### src/rtl/axis_tag_slice.sv
// axis_tag_slice: two-entry AXI-Stream skid register slice that stamps every
// accepted beat with a tag from a free-running counter.
//
// The counter counts accepted beats (PACKET_MODE=0) or accepted tlast beats
// (PACKET_MODE=1). It wraps modulo 2^USER_WIDTH. The tag is captured at input
// acceptance and travels with the beat through the main/skid registers.
//
// Ports:
//   clock            sole clock, rising edge
//   resetn           asynchronous active-low reset
//   clear            synchronous tag-counter clear, active high
//   s_tdata/s_tlast  upstream beat
//   s_tvalid         upstream valid
//   s_tready         upstream ready (registered)
//   m_tdata/m_tlast  downstream beat (registered)
//   m_tuser          tag of the current m_tdata beat (registered)
//   m_tvalid         downstream valid (registered)
//   m_tready         downstream ready
module axis_tag_slice #(
  parameter int DATA_WIDTH  = 8,
  parameter int USER_WIDTH  = 8,
  parameter int PACKET_MODE = 0
) (
  input  logic                  clock,
  input  logic                  resetn,
  input  logic                  clear,
  input  logic [DATA_WIDTH-1:0] s_tdata,
  input  logic                  s_tlast,
  input  logic                  s_tvalid,
  output logic                  s_tready,
  output logic [DATA_WIDTH-1:0] m_tdata,
  output logic                  m_tlast,
  output logic [USER_WIDTH-1:0] m_tuser,
  output logic                  m_tvalid,
  input  logic                  m_tready
);

  typedef enum logic [1:0] {
    EMPTY = 2'd0,
    ONE   = 2'd1,
    TWO   = 2'd2
  } state_t;

  state_t                state;
  state_t                state_nx;

  logic [USER_WIDTH-1:0] tag_cnt;
  logic [USER_WIDTH-1:0] tag_cnt_nx;
  logic [USER_WIDTH-1:0] in_tag;

  logic [DATA_WIDTH-1:0] skid_tdata;
  logic                  skid_tlast;
  logic [USER_WIDTH-1:0] skid_tuser;

  logic                  accept;
  logic                  emit;
  logic                  cnt_inc;

  assign accept  = s_tvalid && s_tready;
  assign emit    = m_tvalid && m_tready;
  assign cnt_inc = accept && ((PACKET_MODE == 0) || s_tlast);

  // A beat accepted in the same cycle as clear is tagged as the first beat
  // after the clear.
  assign in_tag  = clear ? '0 : tag_cnt;

  always_comb begin
    tag_cnt_nx = clear ? USER_WIDTH'(cnt_inc) : tag_cnt + USER_WIDTH'(cnt_inc);
  end

  always_comb begin
    state_nx = state;
    case (state)
      EMPTY: if (accept) state_nx = ONE;
      ONE: begin
        if (accept && !emit)      state_nx = TWO;
        else if (emit && !accept) state_nx = EMPTY;
      end
      TWO:     if (emit) state_nx = ONE;
      default: state_nx = EMPTY;
    endcase
  end

  always_ff @(posedge clock or negedge resetn) begin
    if (!resetn) begin
      state      <= EMPTY;
      tag_cnt    <= '0;
      s_tready   <= 1'b0;
      m_tvalid   <= 1'b0;
      m_tdata    <= '0;
      m_tlast    <= 1'b0;
      m_tuser    <= '0;
      skid_tdata <= '0;
      skid_tlast <= 1'b0;
      skid_tuser <= '0;
    end else begin
      state    <= state_nx;
      tag_cnt  <= tag_cnt_nx;
      // Handshake flags are registered copies of the next-state decode.
      m_tvalid <= (state_nx != EMPTY);
      s_tready <= (state_nx != TWO);

      case (state)
        EMPTY: begin
          if (accept) begin
            m_tdata <= s_tdata;
            m_tlast <= s_tlast;
            m_tuser <= in_tag;
          end
        end
        ONE: begin
          if (accept && emit) begin
            m_tdata <= s_tdata;
            m_tlast <= s_tlast;
            m_tuser <= in_tag;
          end else if (accept) begin
            skid_tdata <= s_tdata;
            skid_tlast <= s_tlast;
            skid_tuser <= in_tag;
          end
        end
        TWO: begin
          if (emit) begin
            m_tdata <= skid_tdata;
            m_tlast <= skid_tlast;
            m_tuser <= skid_tuser;
          end
        end
        default: ;
      endcase
    end
  end

endmodule
### config.mk
export PLATFORM = sky130hd
export DESIGN_NAME = axis_tag_slice
export DESIGN_NICKNAME = d
export VERILOG_FILES = /design/src/rtl/axis_tag_slice.sv
export SDC_FILE = /design/constraint.sdc
export NUM_CORES = 1
export LEC_CHECK = 0
export CAP_MARGIN = 20
export CORE_ASPECT_RATIO = 1.4
export CORE_MARGIN = 1
export CORE_UTILIZATION = 45
export DETAILED_ROUTE_END_ITERATION = 8
export DONT_BUFFER_PORTS = 1
export SLEW_MARGIN = 20
export SYNTH_ARGS = -nofsm -noshare
export SYNTH_HDL_FRONTEND = slang
export SYNTH_SLANG_ARGS = --single-unit
### constraint.sdc
create_clock -name clock -period 1.8 [get_ports clock]
set_input_delay 0.45 -clock clock [delete_from_list [all_inputs] [get_ports clock]]
set_output_delay 0.45 -clock clock [all_outputs]
set_load 0.005 [all_outputs]
# Yosys cells after proc, flatten, opt, wreduce, memory -nomap -nowiden
# Cells that the tools add are included.
[op_classes] reduce_logical=12 eq_ne=6 addsub=1 bitwise=1 muxes=19
[ops] cell="2-to-1 mux 8 bit" n=8
[ops] cell="case mux 8 bit (3 select lines)" n=2
[ops] cell="adder 8 x 1 -> 8 bit" n=1
[ops] cell="2-to-1 mux 2 bit" n=4
[ops] cell="inequality test 2 bit (second input constant)" n=4
[ops] cell="case mux 2 bit (3 select lines)" n=1
[ops] cell="logical AND 1 bit" n=5
[ops] cell="AND reduction 4 bit" n=1
[ops] cell="2-to-1 mux 1 bit" n=3
[ops] cell="case mux 1 bit (3 select lines)" n=1
[ops] cell="AND reduction 3 bit" n=1
[ops] cell="nonzero test 3 bit" n=1
[ops] cell="== test 2 x 1 -> 1 bit (second input constant)" n=1
[ops] cell="== test 2 bit (second input constant)" n=1
[ops] cell="zero test 1 bit" n=2
[ops] cell="zero test 2 bit" n=1
[ops] cell="nonzero test 2 bit" n=1
[ops] cell="inverter 1 bit" n=1
[totals] elab_cells=49 output_inout_bits=19 reg_bits=46

# Depth between registers and ports, before layout
# Gate-level depths: netlist (run 1).
[depth] ltp_word=7 mapped_depth=6

# Least setup slack after synthesis (run 1)
# Ideal clock, no wire load.
[synth_timing] path_kind="register to register" from="reg state[1]" to="reg m_tdata[0]" setup_time_ns=0.125 stages_incl_launch_ff=7 arrival_ns=1.512 path_slack_ns=0.163 period_less_slack_ns=1.637 n_path_buf=2 t_required_ns=1.675 cell_sequence="dfrtp_1 -> nor2b_1 -> buf_6 -> nor2_4 -> a2bb2oi_4 -> buf_12 -> mux2_4"
[synth_via] elab_chain_cells=3
[synth_lines] element="from (decl)" line="44" rtl="state_t state;"
[synth_lines] element="from (signal assigned)" line="97" rtl="state <= state_nx;"
[synth_lines] element="== test 2 x 1 -> 1 bit (tied with other cells)" line="103" rtl="case (state)"
[synth_lines] element="inequality test 2 bit (no source line) / nonzero test 3 bit (equally long branches)"
[synth_lines] element="AND reduction 4 bit (no source line)"
[synth_lines] element="to (signal assigned)" line="106" rtl="m_tdata <= s_tdata;"
[synth_lines] element="to (signal assigned)" line="113" rtl="m_tdata <= s_tdata;"
[synth_lines] element="to (signal assigned)" line="124" rtl="m_tdata <= skid_tdata;"
[synth_lines] element="to (decl)" line="31" rtl="output logic [DATA_WIDTH-1:0] m_tdata,"
# Parallel ways exist; a longest one is shown, timed or not.
# A chain may end at the register's enable or synchronous reset.

# Final worst setup path (run 1)
[layout_timing] from="reg state[1]" to="reg m_tlast"
[layout_via] elab_chain_cells=3
[layout_lines] element="== test 2 x 1 -> 1 bit (tied with other cells)" line="103"
[layout_lines] element="inequality test 2 bit (no source line) / nonzero test 3 bit (equally long branches)"
[layout_lines] element="AND reduction 4 bit (no source line)"
[layout_lines] element="to (signal assigned)" line="107" rtl="m_tlast <= s_tlast;"
[layout_lines] element="to (signal assigned)" line="114" rtl="m_tlast <= s_tlast;"
[layout_lines] element="to (signal assigned)" line="125" rtl="m_tlast <= skid_tlast;"
[layout_lines] element="to (decl)" line="32" rtl="output logic m_tlast,"
# Parallel ways exist; a longest one is shown, timed or not.

==> results of run 1 <==
-- power by group through the flow --
stage	logic, W	clock network [W]	registers [W]
finish	0.00101	0.000759	0.00156
global route	0.00113	0.000842	0.00160
CTS	0.00103	0.000787	0.00156
detailed placement	0.000995	0	0.00158
global placement	0.000960	0	0.00156
floorplan	0.000848	0	0.00151
-- registers in the layout, summed over array words and instances (netlist names) --
signal and flops:
m_tlast 1, skid_tuser 8, s_tready 1, skid_tlast 1, state 2, m_tuser 8, tag_cnt 8, skid_tdata 8
m_tvalid 1, m_tdata 8
-- kinds of logic after synthesis --
group,synth area share
multiplexers,0.210
AO/OA/AOI/OAI,0.0654
XOR/XNOR,0.0208
AND/OR/NAND/NOR,0.120
adder cells (fa/ha/maj),0.00594
buffers and inverters,0.0303
flip-flops,0.547
-- worst min-delay path by stage --
stage	slack, ns	depth (start not counted)	startpoint	end
floorplan	0.15	0	resetn	m_tdata[0]
global placement	0.16	0	resetn	skid_tdata[2]
detailed placement	0.16	0	resetn	m_tdata[2]
CTS	0.20	1	clear	tag_cnt[3]
global route	0.20	1	clear	tag_cnt[6]
finish	0.21	1	clear	tag_cnt[1]
-- through the flow --
stage | instances | area (um^2)
4_1_cts | 241 | 2340
6_report | 241 | 2350
3_5_place_dp | 231 | 2190
2_1_floorplan | 171 | 2100
3_3_place_gp | 231 | 2190
5_1_grt | 241 | 2350
-- timing repair --
| item | 4_1_cts | 5_1_grt |
|---|---|---|
| setup endpoints to repair | 0 | 3 |
| hold buffers | 2 | 0 |
| gates resized for setup | 0 | 1 |
| setup buffers | 0 | 0 |
| hold endpoints to repair | 46 | 0 |
-- area by class of cell --
class / instances / area [um^2] / area share
inverter: 3 / 11.3 / 0.00479
clock inverter: 3 / 43.8 / 0.0186
tap: 62 / 77.6 / 0.0330
timing repair buffer: 7 / 100 / 0.0426
sequential: 46 / 1150 / 0.490
multi-input combinational: 115 / 897 / 0.382
clock buffer: 5 / 68.8 / 0.0293
-- cell usage in the layout, fill, tap and decap left out, drive strengths merged --
master and n:
ha 1, nor2 6, nand3 4, buf 6, clkinv 1, nand4 1, or3 1, dfrtp 46
o21ai 19, a21oi 2, xnor2 2, and3 1, nand2 22, dlygate4sd3 1, xor2 3, and3b 1
nand2b 8, bufinv 1, o22ai 1, nor2b 2, mux2 36, or2 1, inv 4, clkbuf 5
a2bb2oi 1, nor3 3
-- layer usage --
metal,wire length [um],global-route usage
met5,0,0
met4,51,0.0571
met3,179,0.0421
met2,1820,0.268
met1,1480,0.211
-- worst reg2reg max path: cells and delay by family (launching register included) --
family	cells	cell delay, ns
flip-flops	1	0.42
buffers and inverters	1	0.20
multiplexers	2	0.61
AND/OR/NAND/NOR	1	0.30
==> run_results.csv, run 1 <==
group,metric,value,unit
outcome,outcome,"finished clean",
pwr,netSwitchingFraction,0.292,
clock_tree,htreeDepth,2,
drt,routed_wirelength,3.53,mm
grt,grt_first_pass_wirelength,6.34,mm
drt,first_pass_iters,4,
synthesis,synthCells,171,
drt,wl_per_cell,14.6,um
critical_path,crit_path_end,"m_tlast",
layout,syn_to_final_growth,11.7,%
timing,rsz0062_at_grt,"false",
synthesis,synth.cell_area,2100,um^2
drt,dr_total_vias,1277,
timing,min_period,1.62,ns
synthesis,async_flop_share,1.00,
pwr,clkPwrFrac,0.228,
timing,worst_pin_slew,0.234,ns
drt,drt_iter0_drc,84,
timing,fin_crit_sh,0.900,
grt,antenna_found_initial,0,
critical_path,cp-end-kind,"register",
synthesis,syn_avg_cell_area,12.3,um^2
synthesis,synth_common_cells,"dfrtp_1, mux2_2, nand2_1",
timing,setup_viol,0,
synthesis,yosys_warnings,0,
critical_path,r2r-end,"m_tlast",
synthesis,netlist.area_leader.share,0.547,
clock_tree,root_buffer,"clkbuf_8",
place,port_buffers,0,
critical_path,slowest_stage,"dfrtp_1",
critical_path,crit_chain,"nor2b_4, buf_4, mux2_2, mux2_4",
min_path,hold_class,"input pin to register",
critical_path,path_delay_family,"multiplexers",
drt,drc,0,
die,num_rows,29,
timing,fin_skew,0.00793,ns
grt,overflow,0,
clock_tree,path_clk_slew,0.09,ns
pwr,p_leak,1.05,nW
die,initial_core_util,0.468,
die,die_y,82.9,um
layout,antenna_cells,0,
die,core,4500,um^2
drt,avgViaCountPerCell,5.30,
layout,drive_above_1_share,0.313,
layout,post-route-util,0.522,
timing,hold_slack,0.209,ns
clock_tree,clock-sinks,46,
pwr,p_per_area,1420,nW/um^2
critical_path,critPathMaxFanout,5,
place,hpwl,2.49,mm
pwr,irDropWorstVdd,0.000646,V
clock_tree,cts_buffer_depth,2,
pwr,p_int,0.00236,W
pwr,p_seq_frac,0.468,
synthesis,ys_seq_area_frac,0.547,
die,die_area,4960,um^2
pwr,p_switching,0.000973,W
grt,grt_pass1_vias,1365,
synthesis,synth_nets,186,
clock_tree,numCtsBuffers,5,
clock_tree,clk_latency,0.29,ns
die,die_w,59.8,um
critical_path,crit_start,"state[1]",
critical_path,rrSetupSlack,0.18,ns
synthesis,synth-edff-count,0,
timing,relSlewSlack,0.843,
place,place_congestion,0.766,
synthesis,yosysUniqueCellTypes,29,
critical_path,cp.buffers_inverters,1,
critical_path,crit_arrival,1.81,ns
timing,finalWorstSetupSlack,0.181,ns
synthesis,yosys.area.top_type,"dfrtp_1",
critical_path,reg2reg_depth,4,
critical_path,start_kind,"register",
grt,grt_max_degree,47,
timing,max_freq,0.618,GHz
timing,slew_viol_final,0,
critical_path,reg2reg_from,"state[1]",
critical_path,slowest_delay,0.42,ns
job,cap_viol_max_count,0,
critical_path,required,1.99,ns
die,ios,33,
timing,tns,0,ns
layout,finish.net_count,193,
layout,fillers,422,
clock_tree,cts_tree,"yes",
synthesis,synth-seq-cells,46,
synthesis,synthTopCellsByArea,"dfrtp_1, mux2_2, mux2_4",
critical_path,cp.depth,4,
place,pre_cts_ws,0.0798,ns
synthesis,synth_flop_cell,"dfrtp_1",
timing,hold_violations,0,
drt,detail-route-antenna-nets,0,
grt,grt_use_total,0.166,
critical_path,critical_path_class,"register to register",
pwr,design_power_total,0.00333,W
pwr,power.share.combinational,0.304,
synthesis,yosysMostFrequentCell,"dfrtp_1",
Note: power is estimated with default switching activity, not from simulation.
==> run 2, diff against run 1 <==
--- a/config.mk
+++ b/config.mk
@@ -11,6 +11,7 @@
 export CORE_UTILIZATION = 45
 export DETAILED_ROUTE_END_ITERATION = 8
 export DONT_BUFFER_PORTS = 1
+export PLACE_DENSITY_LB_ADDON = 0.1
 export SLEW_MARGIN = 20
 export SYNTH_ARGS = -nofsm -noshare
 export SYNTH_HDL_FRONTEND = slang
==> run 2 against run 1 <==
Against the previous run:
- clock skew is 0.0050 ns lower
- via count is 2.7% lower
- power is 0.61% lower
- design area is 0.75% lower
- critical path type unchanged
==> run_results.csv, run 2 (synthesized netlist as in run 1, its figures left out) <==
group,metric,value,unit
pwr,irDropWorstVdd,0.000865,V
drt,avgViaCountPerCell,5.15,
clock_tree,clk_latency,0.30,ns
drt,drc,0,
layout,finalInstanceArea,2330,um^2
critical_path,crit_arrival,1.84,ns
layout,layout_common_cells,"dfrtp_1, mux2_2, nand2_1, o21ai_0, mux2_4",
clock_tree,path_clk_slew,0.08,ns
timing,fin_crit_sh,0.915,
clock_tree,post_cts_resize_count,0,
die,die_area,4960,um^2
place,dp.cells,231,
timing,relSlewSlack,0.822,
die,core,4500,um^2
min_path,hold_class,"input pin to register",
timing,fin_skew,0.00296,ns
layout,stdcell_count,241,
place,hpwl,2.54,mm
drt,detail-route-antenna-nets,0,
timing,setup_viol,0,
clock_tree,cts_hold_buf,2,
pwr,p_per_area,1420,nW/um^2
place,placed_area,2180,um^2
layout,drive_above_1_share,0.313,
clock_tree,numCtsBuffers,5,
timing,worst_pin_slew,0.265,ns
grt,grt_use_total,0.165,
die,ios,33,
timing,hold_slack,0.203,ns
critical_path,required,1.99,ns
clock_tree,cts_buffer_depth,2,
critical_path,critical_path_class,"register to register",
drt,dr_total_vias,1242,
grt,grt_max_degree,47,
drt,drt_iter0_drc,45,
place,port_buffers,0,
clock_tree,cts_tree,"yes",
outcome,outcome,"finished clean",
place,place_congestion,0.677,
pwr,p_leak,1.04,nW
layout,syn_to_final_growth,10.8,%
layout,antenna_cells,0,
grt,antenna_found_initial,0,
critical_path,start_kind,"register",
die,num_rows,29,
grt,grt_pass1_vias,1316,
timing,max_freq,0.607,GHz
timing,min_period,1.65,ns
die,initial_core_util,0.468,
layout,layout_commonest_cell,"dfrtp_1",
clock_tree,htreeDepth,2,
timing,hold_violations,0,
grt,grt_first_pass_wirelength,6.00,mm
clock_tree,post-cts-setup-buffer-count,0,
critical_path,slowest_delay,0.45,ns
critical_path,slowest_stage,"dfrtp_1",
job,cap_viol_max_count,0,
critical_path,cp-end-kind,"register",
grt,overflow,0,
timing,slew_viol_final,0,
drt,wl_per_cell,14.9,um
layout,post-route-util,0.518,
clock_tree,root_buffer,"clkbuf_8",
timing,rsz0062_at_grt,"false",
critical_path,critPathMaxFanout,16,
critical_path,crit_chain,"nor2b_2, buf_4, mux2_2, mux2_4",
die,die_w,59.8,um
layout,finish.net_count,193,
die,die_y,82.9,um
drt,first_pass_iters,4,
drt,routed_wirelength,3.60,mm
timing,tns,0,ns
clock_tree,clock-sinks,46,
run 2: cell counts in the layout (fill, tap and decap cells not counted):
Identical to the previous run, type by type.
run 2: layout make-up:
class                   instances  area [um^2]
multi-input cells             115          892
fillers                       440         2170
inverters                       3         11.3
repair buffers                  7         87.6
well taps                      62         77.6
clock buffers                   5         68.8
flip-flops and latches         46         1150
clock inverters                 3         43.8
run 2: path summary, 6_finish.rpt:
kind | startpoint | end | slack [ns] | cells past startpoint
max reg2reg | state[0] | m_tdata[7] | 0.15 | 4
min | clear | tag_cnt[1] | 0.20 | 1
max | state[0] | m_tdata[7] | 0.15 | 4
min in group asynchronous | resetn | m_tdata[2] | 0.65 | 2
min reg2reg | skid_tuser[1] | skid_tuser[1] | 0.49 | 2
max in group asynchronous | resetn | m_tuser[0] | 0.94 | 2
run 2: stage by stage:
step                setup WS, ns  power, W
global route              0.0598   0.00351
detailed placement         0.156   0.00256
global placement           0.180   0.00251
CTS                        0.138   0.00336
floorplan                  0.163   0.00236
finish                     0.152   0.00331
run 2: worst max-delay path: cells and delay by family (launching register included):
| family | cells | cell delay [ns] |
|---|---|---|
| DFF | 1 | 0.45 |
| buffers and inverters | 1 | 0.26 |
| and+or+nand+nor | 1 | 0.19 |
| muxes | 2 | 0.62 |
run 2: power breakdown:
group / total (W) / switching [W] / leakage, nW / internal [W]
Combinational: 0.000986 / 0.000405 / 0.394 / 0.000581
Sequential: 0.00156 / 0.000220 / 0.589 / 0.00134
Clock: 0.000762 / 0.000346 / 0.0585 / 0.000416
Total: 0.00331 / 0.000972 / 1.04 / 0.00234
run 2: layer usage:
metal,share of wire,vias up,global-route usage
met3,0.042,5,0.0498
met2,0.53,23,0.286
li1,-,596,-
met1,0.41,618,0.180
met4,0.019,0,0.0698
met5,0,-,0
==> run 3, diff against run 2 <==
--- a/config.mk
+++ b/config.mk
@@ -12,6 +12,7 @@
 export DETAILED_ROUTE_END_ITERATION = 8
 export DONT_BUFFER_PORTS = 1
 export PLACE_DENSITY_LB_ADDON = 0.1
+export REMOVE_ABC_BUFFERS = 1
 export SLEW_MARGIN = 20
 export SYNTH_ARGS = -nofsm -noshare
 export SYNTH_HDL_FRONTEND = slang
==> run 3 against run 2 <==
Against the previous run:
- sequential share of layout area shrank 0.78 points
- fmax shrank 1.3%
- die area is the same
- first-iteration DRC count shrank 53%
- flip-flop and latch count is the same
- clock skew grew 0.0017 ns
- critical path type unchanged
- largest cell class unchanged
- highest routed layer unchanged
==> run_results.csv, run 3 (synthesized netlist as in run 1, its figures left out) <==
group,metric,value,unit
drt,wl_per_cell,15.4,um
place,port_buffers,0,
critical_path,start_kind,"register",
die,die_area,4960,um^2
timing,tns,0,ns
die,core,4500,um^2
grt,grt_use_total,0.168,
min_path,min_delay_path_depth,1,
place,hpwl,2.62,mm
pwr,p_leak,1.06,nW
critical_path,required,1.99,ns
drt,first_pass_iters,4,
critical_path,crit_chain,"nor2b_2, buf_4, mux2_2, mux2_4",
timing,slew_viol_final,0,
grt,antenna_found_initial,0,
drt,dr_total_vias,1254,
timing,hold_slack,0.211,ns
drt,detail-route-antenna-nets,0,
place,place_congestion,0.729,
job,cap_viol_max_count,0,
clock_tree,post-cts-setup-buffer-count,0,
clock_tree,path_clk_slew,0.08,ns
timing,rsz0062_at_grt,"false",
pwr,irDropWorstVdd,0.000809,V
die,die_w,59.8,um
clock_tree,post_cts_resize_count,0,
layout,multiInputGateArea,892,um^2
critical_path,critical_path_class,"register to register",
critical_path,cp-end-kind,"register",
clock_tree,cts_buffer_depth,2,
layout,drive_above_1_share,0.317,
outcome,outcome,"finished clean",
layout,antenna_cells,0,
layout,finish.net_count,194,
clock_tree,clock-sinks,46,
drt,routed_wirelength,3.73,mm
grt,overflow,0,
timing,min_period,1.67,ns
layout,layout_commonest_cell,"dfrtp_1",
drt,drt_iter0_drc,21,
drt,drc,0,
critical_path,slowest_stage,"dfrtp_1",
critical_path,slowest_delay,0.45,ns
timing,max_freq,0.599,GHz
place,pre_cts_ws,0.136,ns
critical_path,reg2reg_depth,4,
timing,setup_viol,0,
critical_path,crit_arrival,1.86,ns
layout,layout_common_cells,"dfrtp_1, mux2_2, nand2_1, o21ai_0, mux2_4",
layout,fillers,419,
clock_tree,htreeDepth,2,
layout,seq_area,1150,um^2
drt,avgViaCountPerCell,5.18,
die,num_rows,29,
clock_tree,clk_latency,0.29,ns
die,die_y,82.9,um
clock_tree,cts_hold_buf,2,
timing,fin_crit_sh,0.927,
timing,relSlewSlack,0.815,
min_path,hold_class,"input pin to register",
clock_tree,root_buffer,"clkbuf_8",
die,ios,33,
grt,grt_max_degree,47,
timing,fin_skew,0.00463,ns
pwr,design_power_total,0.00350,W
timing,worst_pin_slew,0.276,ns
timing,finalWorstSetupSlack,0.131,ns
pwr,p_per_area,1480,nW/um^2
grt,grt_pass1_vias,1291,
timing,hold_violations,0,
layout,syn_to_final_growth,12.6,%
die,initial_core_util,0.468,
clock_tree,numCtsBuffers,5,
critical_path,critPathMaxFanout,6,
clock_tree,cts_tree,"yes",
grt,grt_first_pass_wirelength,6.27,mm
-- run 3: per-layer routing --
| metal | routed length, um | track usage |
|---|---|---|
| met1 | 1510 | 0.205 |
| met4 | 46 | 0.0507 |
| met2 | 2010 | 0.277 |
| met5 | 0 | 0 |
| met3 | 163 | 0.0545 |
-- run 3: path summary, 6_finish.rpt --
kind / start / endpoint / slack [ns]
worst max-delay path: state[0] / m_tdata[4] / 0.13
worst min-delay path: clear / tag_cnt[2] / 0.21
worst max register to register: state[0] / m_tdata[4] / 0.13
worst min register to register: skid_tuser[1] / skid_tuser[1] / 0.49
max in group asynchronous: resetn / skid_tdata[7] / 0.93
min in group asynchronous: resetn / skid_tdata[0] / 0.67
-- run 3: where the power goes --
| part | internal [W] | switching [W] | total, W |
|---|---|---|---|
| registers | 0.00134 | 0.000218 | 0.00156 |
| clock network | 0.000592 | 0.000336 | 0.000928 |
| logic | 0.000589 | 0.000424 | 0.00101 |
| total | 0.00252 | 0.000979 | 0.00350 |
-- run 3: critical path: cells and delay by family, from the launching register on --
kind	cells	cell delay, ns
buffers and inverters	1	0.22
DFF	1	0.45
muxes	2	0.60
and+or+nand+nor	1	0.28
-- run 3: area by class of cell --
type / instances / area share
clock inverters: 2 / 0.0253
flip-flops and latches: 46 / 0.486
well taps: 62 / 0.0327
repair buffers: 8 / 0.0401
multi-input cells: 115 / 0.376
inverters: 3 / 0.00475
clock buffers: 6 / 0.0348
-- run 3: stage by stage --
stage,util,instances,cell area [um^2]
6_report,0.527,242,2370
5_1_grt,0.527,242,2370
4_1_cts,0.527,242,2370
3_5_place_dp,0.487,232,2190
3_3_place_gp,0.487,232,2190
2_1_floorplan,-,164,2050
